==> src/rtl/uart_tx_arbiter_if.sv <==
// uart_tx_arbiter_if: requester byte streams plus the Wishbone write port to the UART
interface uart_tx_arbiter_if #(
    parameter int N_REQ      = 4,
    parameter int ADDR_WIDTH = 32,
    parameter int DATA_WIDTH = 32
);
    logic [N_REQ-1:0]      i_VALID;
    logic [8*N_REQ-1:0]    i_BYTE;
    logic [N_REQ-1:0]      i_LAST;
    logic [N_REQ-1:0]      o_READY;
    logic [ADDR_WIDTH-1:0] o_ADDR;
    logic [DATA_WIDTH-1:0] o_DATA;
    logic                  o_WE;
    logic [3:0]            o_SEL;
    logic                  o_STB;
    logic                  o_CYC;
    logic                  i_ACK;
    logic                  i_TX_FULL;
    logic [2:0]            o_OWNER;
    logic                  o_BUSY;
    logic                  o_TIMEOUT;

    modport master (
        input  i_VALID, i_BYTE, i_LAST, i_ACK, i_TX_FULL,
        output o_READY, o_ADDR, o_DATA, o_WE, o_SEL, o_STB, o_CYC, o_OWNER, o_BUSY, o_TIMEOUT
    );

    modport slave (
        output i_VALID, i_BYTE, i_LAST, i_ACK, i_TX_FULL,
        input  o_READY, o_ADDR, o_DATA, o_WE, o_SEL, o_STB, o_CYC, o_OWNER, o_BUSY, o_TIMEOUT
    );
endinterface

==> src/rtl/uart_tx_arbiter.sv <==
// uart_tx_arbiter: round-robin, message-locked sharing of the UART TX FIFO write port
module uart_tx_arbiter #(
    parameter int                    N_REQ        = 4,
    parameter int                    ADDR_WIDTH   = 32,
    parameter int                    DATA_WIDTH   = 32,
    parameter logic [ADDR_WIDTH-1:0] UART_TX_ADDR = 'h4,
    parameter int                    TIMEOUT      = 1024
) (
    input logic              i_CLK,
    input logic              i_RST,
    uart_tx_arbiter_if.master bus
);
    localparam int CW = $clog2(TIMEOUT + 1);

    typedef enum logic [1:0] {IDLE, WRITE, NEXT} state_t;

    state_t                state_q, state_d;
    logic [2:0]            rr_q, rr_d, owner_q, owner_d;
    logic [CW-1:0]         cnt_q, cnt_d;
    logic                  last_q, last_d, stb_q, stb_d, busy_q, busy_d, timeout_q, timeout_d;
    logic [DATA_WIDTH-1:0] data_q, data_d;
    logic [ADDR_WIDTH-1:0] addr_q, addr_d;
    logic [3:0]            sel_q, sel_d;
    logic [N_REQ-1:0]      ready_q, ready_d;
    logic                  found, launch, own_valid;
    logic [2:0]            pick, cand, lidx, nxt_owner;
    logic [3:0]            sum;

    assign own_valid = |(bus.i_VALID & (N_REQ'(1) << owner_q));
    assign nxt_owner = owner_q == 3'(N_REQ - 1) ? 3'd0 : owner_q + 3'd1;

    // round-robin pick: first valid requester at or above rr_q, wrapping
    always_comb begin
        found = 1'b0;
        pick  = '0;
        sum   = '0;
        cand  = '0;
        for (int k = 0; k < N_REQ; k++) begin
            sum  = {1'b0, rr_q} + 4'(k);
            cand = sum >= 4'(N_REQ) ? 3'(sum - 4'(N_REQ)) : sum[2:0];
            if (!found && |(bus.i_VALID & (N_REQ'(1) << cand))) begin
                found = 1'b1;
                pick  = cand;
            end
        end
    end

    // next state and registered outputs; a launch latches a byte and opens a bus write
    always_comb begin
        state_d   = state_q;
        rr_d      = rr_q;
        cnt_d     = cnt_q;
        owner_d   = owner_q;
        last_d    = last_q;
        data_d    = data_q;
        addr_d    = addr_q;
        sel_d     = sel_q;
        stb_d     = stb_q;
        busy_d    = busy_q;
        ready_d   = '0;
        timeout_d = 1'b0;
        launch    = 1'b0;
        lidx      = pick;
        case (state_q)
            IDLE: launch = found && !bus.i_TX_FULL;
            WRITE: begin
                if (bus.i_ACK) begin
                    stb_d   = 1'b0;
                    ready_d = N_REQ'(1) << owner_q;
                    state_d = last_q ? IDLE : NEXT;
                    rr_d    = last_q ? nxt_owner : rr_q;
                    busy_d  = !last_q;
                    cnt_d   = '0;
                end
            end
            NEXT: begin
                lidx = owner_q;
                if (own_valid && !bus.i_TX_FULL) begin
                    launch = 1'b1;
                end else if (cnt_q == CW'(TIMEOUT - 1)) begin
                    timeout_d = 1'b1;
                    state_d   = IDLE;
                    rr_d      = nxt_owner;
                    busy_d    = 1'b0;
                end else begin
                    cnt_d = cnt_q + 1'b1;
                end
            end
            default: state_d = IDLE;
        endcase
        if (launch) begin
            state_d = WRITE;
            owner_d = lidx;
            data_d  = DATA_WIDTH'(8'(bus.i_BYTE >> {lidx, 3'b000}));
            last_d  = |(bus.i_LAST & (N_REQ'(1) << lidx));
            addr_d  = UART_TX_ADDR;
            sel_d   = 4'b0001;
            stb_d   = 1'b1;
            busy_d  = 1'b1;
            cnt_d   = '0;
        end
    end

    // state and output registers with synchronous reset
    always_ff @(posedge i_CLK) begin
        if (i_RST) begin
            state_q   <= IDLE;
            rr_q      <= '0;
            cnt_q     <= '0;
            owner_q   <= '0;
            last_q    <= 1'b0;
            data_q    <= '0;
            addr_q    <= '0;
            sel_q     <= '0;
            stb_q     <= 1'b0;
            busy_q    <= 1'b0;
            ready_q   <= '0;
            timeout_q <= 1'b0;
        end else begin
            state_q   <= state_d;
            rr_q      <= rr_d;
            cnt_q     <= cnt_d;
            owner_q   <= owner_d;
            last_q    <= last_d;
            data_q    <= data_d;
            addr_q    <= addr_d;
            sel_q     <= sel_d;
            stb_q     <= stb_d;
            busy_q    <= busy_d;
            ready_q   <= ready_d;
            timeout_q <= timeout_d;
        end
    end

    assign bus.o_READY   = ready_q;
    assign bus.o_ADDR    = addr_q;
    assign bus.o_DATA    = data_q;
    assign bus.o_WE      = stb_q;
    assign bus.o_SEL     = sel_q;
    assign bus.o_STB     = stb_q;
    assign bus.o_CYC     = stb_q;
    assign bus.o_OWNER   = owner_q;
    assign bus.o_BUSY    = busy_q;
    assign bus.o_TIMEOUT = timeout_q;
endmodule

==> src/flat_wrapper.sv <==
// flat-port wrapper written by rule: the top's interface ports become plain ports
module uart_tx_arbiter_flat 
#(
    parameter int                    N_REQ        = 4,
    parameter int                    ADDR_WIDTH   = 32,
    parameter int                    DATA_WIDTH   = 32,
    parameter logic [ADDR_WIDTH-1:0] UART_TX_ADDR = 'h4,
    parameter int                    TIMEOUT      = 1024
)
  (i_CLK, i_RST, bus_i_VALID, bus_i_BYTE, bus_i_LAST, bus_i_ACK, bus_i_TX_FULL, bus_o_READY, bus_o_ADDR, bus_o_DATA, bus_o_WE, bus_o_SEL, bus_o_STB, bus_o_CYC, bus_o_OWNER, bus_o_BUSY, bus_o_TIMEOUT);
  uart_tx_arbiter_if #(.N_REQ(N_REQ), .ADDR_WIDTH(ADDR_WIDTH), .DATA_WIDTH(DATA_WIDTH)) bus_i ();
  input logic i_CLK;
  input logic i_RST;
  input wire logic [$bits(bus_i.i_VALID)-1:0] bus_i_VALID;
  input wire logic [$bits(bus_i.i_BYTE)-1:0] bus_i_BYTE;
  input wire logic [$bits(bus_i.i_LAST)-1:0] bus_i_LAST;
  input wire logic [$bits(bus_i.i_ACK)-1:0] bus_i_ACK;
  input wire logic [$bits(bus_i.i_TX_FULL)-1:0] bus_i_TX_FULL;
  output wire logic [$bits(bus_i.o_READY)-1:0] bus_o_READY;
  output wire logic [$bits(bus_i.o_ADDR)-1:0] bus_o_ADDR;
  output wire logic [$bits(bus_i.o_DATA)-1:0] bus_o_DATA;
  output wire logic [$bits(bus_i.o_WE)-1:0] bus_o_WE;
  output wire logic [$bits(bus_i.o_SEL)-1:0] bus_o_SEL;
  output wire logic [$bits(bus_i.o_STB)-1:0] bus_o_STB;
  output wire logic [$bits(bus_i.o_CYC)-1:0] bus_o_CYC;
  output wire logic [$bits(bus_i.o_OWNER)-1:0] bus_o_OWNER;
  output wire logic [$bits(bus_i.o_BUSY)-1:0] bus_o_BUSY;
  output wire logic [$bits(bus_i.o_TIMEOUT)-1:0] bus_o_TIMEOUT;
  assign bus_i.i_VALID = bus_i_VALID;
  assign bus_i.i_BYTE = bus_i_BYTE;
  assign bus_i.i_LAST = bus_i_LAST;
  assign bus_i.i_ACK = bus_i_ACK;
  assign bus_i.i_TX_FULL = bus_i_TX_FULL;
  assign bus_o_READY = bus_i.o_READY;
  assign bus_o_ADDR = bus_i.o_ADDR;
  assign bus_o_DATA = bus_i.o_DATA;
  assign bus_o_WE = bus_i.o_WE;
  assign bus_o_SEL = bus_i.o_SEL;
  assign bus_o_STB = bus_i.o_STB;
  assign bus_o_CYC = bus_i.o_CYC;
  assign bus_o_OWNER = bus_i.o_OWNER;
  assign bus_o_BUSY = bus_i.o_BUSY;
  assign bus_o_TIMEOUT = bus_i.o_TIMEOUT;
  uart_tx_arbiter #(.N_REQ(N_REQ), .ADDR_WIDTH(ADDR_WIDTH), .DATA_WIDTH(DATA_WIDTH), .UART_TX_ADDR(UART_TX_ADDR), .TIMEOUT(TIMEOUT)) u_core (.i_CLK(i_CLK), .i_RST(i_RST), .bus(bus_i));
endmodule
==> config.mk <==
export PLATFORM = sky130hd
export DESIGN_NAME = uart_tx_arbiter_flat
export DESIGN_NICKNAME = d
export VERILOG_FILES = /design/src/rtl/uart_tx_arbiter_if.sv /design/src/rtl/uart_tx_arbiter.sv /design/src/flat_wrapper.sv
export SDC_FILE = /design/constraint.sdc
export NUM_CORES = 1
export LEC_CHECK = 0
export CAP_MARGIN = 5
export CORE_ASPECT_RATIO = 0.75
export CORE_UTILIZATION = 40
export CTS_BUF_LIST = sky130_fd_sc_hd__clkbuf_8
export DETAILED_ROUTE_END_ITERATION = 12
export PLACE_DENSITY = 0.81
export SKIP_CTS_REPAIR_TIMING = 1
export SLEW_MARGIN = 20
export SYNTH_ARGS = -nofsm -noshare
export SYNTH_HDL_FRONTEND = slang
export SYNTH_SLANG_ARGS = --single-unit
==> constraint.sdc <==
create_clock -name i_CLK -period 3.23 [get_ports i_CLK]
set_clock_uncertainty 0.05 [all_clocks]
set_input_delay 0.4845 -clock i_CLK [delete_from_list [all_inputs] [get_ports i_CLK]]
set_output_delay 0.4845 -clock i_CLK [all_outputs]
set_load 0.02 [all_outputs]
==> results.py <==
metrics = {
    "critical_path": {
        "setup_slack_of_the_most_critical_reg_to_reg_path_ns": 0.47,
        "path_cells": "buf_4 -> ha_1 -> and4_1 -> o21ai_2 -> buf_4 -> and4bb_2 -> o31a_1 -> a2111o_1 -> o31ai_2",
        "cell_repeated_most_along_the_worst_path": "buf_4",
        "crit_start": "u_core.rr_q[0]",
        "cp_num_cells": 9,
        "critical_path.top_delay_family": "compound AO/OA/AOI/OAI gates",
        "regToRegEndpoint": "u_core.bus.o_DATA[6]",
        "worst_setup_path_endpoint": "u_core.bus.o_DATA[6]",
        "worst_path_largest_cell_delay_ns": 0.57,
        "cp-end-kind": "register",
        "worst_path_max_delay_cell": "a2111o_1",
        "timing_worst_setup_path_type": "reg2reg",
        "arrival_ns": 2.93,
        "worst_r2r_startpoint": "u_core.rr_q[0]",
        "worst-path-max-fanout": 9,
        "critical_path.startpoint_type": "register",
        "worst_ep_required_time_ns": 3.40,
        "timing.critical_path.buf_inv": 2,
        "reg2regPathDepth": 9,
    },
    "run_status": {
        "run_status": "finished clean",
    },
    "pwr": {
        "static-leakage-power_uw": 0.00136,
        "p_per_area_mw_per_mm2": 375,
        "vdd.ir_drop.worst_v": 0.000159,
    },
    "synth": {
        "ys_dominant_reg_cell": "dfxtp_1",
        "ys_top_cells_by_count": "buf_4, dfxtp_1, nor2_1",
        "synth_sequential_area_ratio_pct": 25.9,
        "synthesis.instances": 324,
        "netlist.area_leader.share_pct": 25.9,
        "async_s_r_ff_share_synth_pct": 0,
        "synth.ff_latch_count": 36,
        "synthMostInstantiatedCell": "buf_4",
        "synth_largest_area_cell": "dfxtp_1",
        "syn_area_mm2": 0.00278,
        "synthDistinctLibCells": 54,
        "post_synth_main_area_contributors": "dfxtp_1, buf_4, ha_1",
        "yosys_warnings": 0,
        "synth-edff-count": 0,
        "syn-mean-instance-area_um2": 8.58,
    },
    "placement": {
        "detailed_place_hpwl_um": 4890,
        "placement.setup.worst_slack_ns": 0.170,
        "placed_area_mm2": 0.00326,
        "buffer_ports.inserted": 65,
        "dp.cells": 465,
        "final_weighted_congestion_of_routability_driven_global_placement": 0.929,
    },
    "detailed_routing": {
        "route.vias.total": 2345,
        "wl_per_cell_um": 13.3,
        "drt-vias-per-instance": 4.97,
        "number_of_detailed_route_iterations_in_the_first_pass": 7,
        "drc": 0,
        "drt_wl_total_um": 6270,
        "drt_first_iter_violations": 88,
        "antenna_violating_nets_post_route": 0,
    },
    "die": {
        "coreArea_mm2": 0.00651,
        "io_pins": 124,
        "die_width_um": 98.2,
        "fp.dieArea_mm2": 0.00729,
        "die_y_um": 74.2,
        "initial_util_pct": 42.7,
        "floorplan.rows": 25,
    },
    "layout": {
        "ratio_of_cells_with_drive_above_1_in_the_final_layout_pct": 10.5,
        "fin_cells": 472,
        "insertedDiodeCount": 0,
        "layout.cell_area.non_filler_mm2": 0.00335,
        "syn_to_final_growth_pct": 20.7,
        "finish.net_count": 450,
    },
    "clocking": {
        "cts_max_path_buffers": 2,
        "clk_pin_slew_worst_paths_ns": 0.07,
        "cts_root_buf": "clkbuf_8",
        "cts_tree": "done",
        "clock_latency_ns": 0.30,
        "htree_num_levels": 2,
        "cts.sink_count": 36,
        "numCtsBuffers": 5,
    },
    "sta": {
        "hold_viol_final": 0,
        "final-max-slew-violation-count": 0,
        "finalSetupTns_ns": 0,
        "timing.hold.ws_ns": 0.410,
        "rsz_0062_raised_after_global_routing": "no",
        "slew_headroom_pct": 58.3,
        "fmax_mhz": 363,
        "setup_violating_endpoint_count_in_the_final_report": 0,
        "tightest_slew_ns": 0.622,
        "fin_crit_sh_pct": 85.4,
        "fin_ws_ns": 0.473,
        "layout_min_cycle_time_ns": 2.76,
    },
    "grt": {
        "grt_antenna_before_repair": 0,
        "grt_remaining_overflow": 0,
        "grt_max_degree": 20,
        "first_global_vias": 2127,
        "grt_first_pass_wirelength_um": 9700,
        "grt_usage_pct": 16.7,
    },
    "hold_path": {
        "hold_path_class": "reg2reg",
    },
    "run": {
        "max_cap_violations": 0,
    },
}
==> worst reg2reg max path, stage by stage (launching register included) <==
cell and delay, ns:
dfxtp_1 0.31, buf_4 0.16, ha_1 0.23, and4_1 0.21, o21ai_2 0.14, buf_4 0.16
and4bb_2 0.24, o31a_1 0.29, a2111o_1 0.57, o31ai_2 0.30
==> sequential cells by signal (all words and copies together), names as in the netlist <==
register,flops
u_core.bus.o_ADDR,1
u_core.bus.o_BUSY,1
u_core.bus.o_CYC,1
u_core.bus.o_DATA,8
u_core.bus.o_OWNER,3
u_core.bus.o_READY,4
u_core.bus.o_TIMEOUT,1
u_core.cnt_q,11
u_core.last_q,1
u_core.rr_q,3
u_core.state_q,2
==> kinds of logic (layout without fill, tap and decap cells) <==
kind of cell | count (synthesis) | count (layout) | synth area share (%)
XOR/XNOR | 9 | 9 | 2.84
AND/OR/NAND/NOR | 100 | 100 | 19.0
other | 1 | 58 | 0.135
multiplexers | 5 | 5 | 1.80
buffers and inverters | 81 | 91 | 21.2
flip-flops | 36 | 36 | 25.9
adder cells (fa/ha/maj) | 15 | 15 | 6.75
AO/OA/AOI/OAI | 77 | 77 | 22.4
==> placed cells by master, fill, tap and decap left out, types with 7 or more instances in the layout <==
cell and instances:
a21boi_1 9, a21oi_1 8, buf_4 8, dfxtp_1 36
nand2_1 22, ha_1 15, o31ai_2 9, a31oi_1 9
clkdlybuf4s50_1 65, a211oi_1 10, and3_2 8, nand3_1 9
nor2_1 26, conb_1 58, inv_1 11, and2_1 8
clkbuf_8 7
==> how the worst min path moves through the flow <==
stage                          from              endpoint  slack [ns]  depth (start not counted)
3_5_place_dp   u_core.bus.o_DATA[1]  u_core.bus.o_DATA[1]        0.40                          2
3_3_place_gp   u_core.bus.o_DATA[0]  u_core.bus.o_DATA[0]        0.39                          2
6_report       u_core.bus.o_DATA[0]  u_core.bus.o_DATA[0]        0.41                          2
2_1_floorplan     u_core.state_q[0]     u_core.state_q[0]        0.40                          2
5_1_grt        u_core.bus.o_DATA[1]  u_core.bus.o_DATA[1]        0.44                          2
4_1_cts        u_core.bus.o_DATA[0]  u_core.bus.o_DATA[0]        0.42                          2
==> stage by stage <==
stage	power [uW]	util, %
final	1260	51.5
after global routing	1320	51.5
after CTS	1260	51.5
after detailed placement	911	50.1
after global placement	904	50.1
after floorplan	832	-
==> routing by layer <==
metal  track usage, %  routed length, um  vias up
met5                0                  0        -
li1                 -                  -     1157
met3             4.89                345       10
met2             30.0               3180       59
met4             5.97                 83        0
met1             19.4               2660     1119
==> layout make-up <==
cell class | count | area, um2
Clock buffer | 7 | 96.3
Sequential cell | 36 | 721
Multi-Input combinational cell | 264 | 1680
Tap cell | 81 | 101
Inverter | 11 | 41.3
Fill cell | 607 | 3150
Timing Repair Buffer | 73 | 711
==> power by group <==
part / switching [uW] / leakage (uW) / internal [uW]
combinational: 242 / 0.00102 / 177
sequential: 17.6 / 0.000293 / 469
clock: 163 / 0.0000503 / 190
total: 422 / 0.00136 / 835
Note: power is estimated with default switching activity, not from simulation.
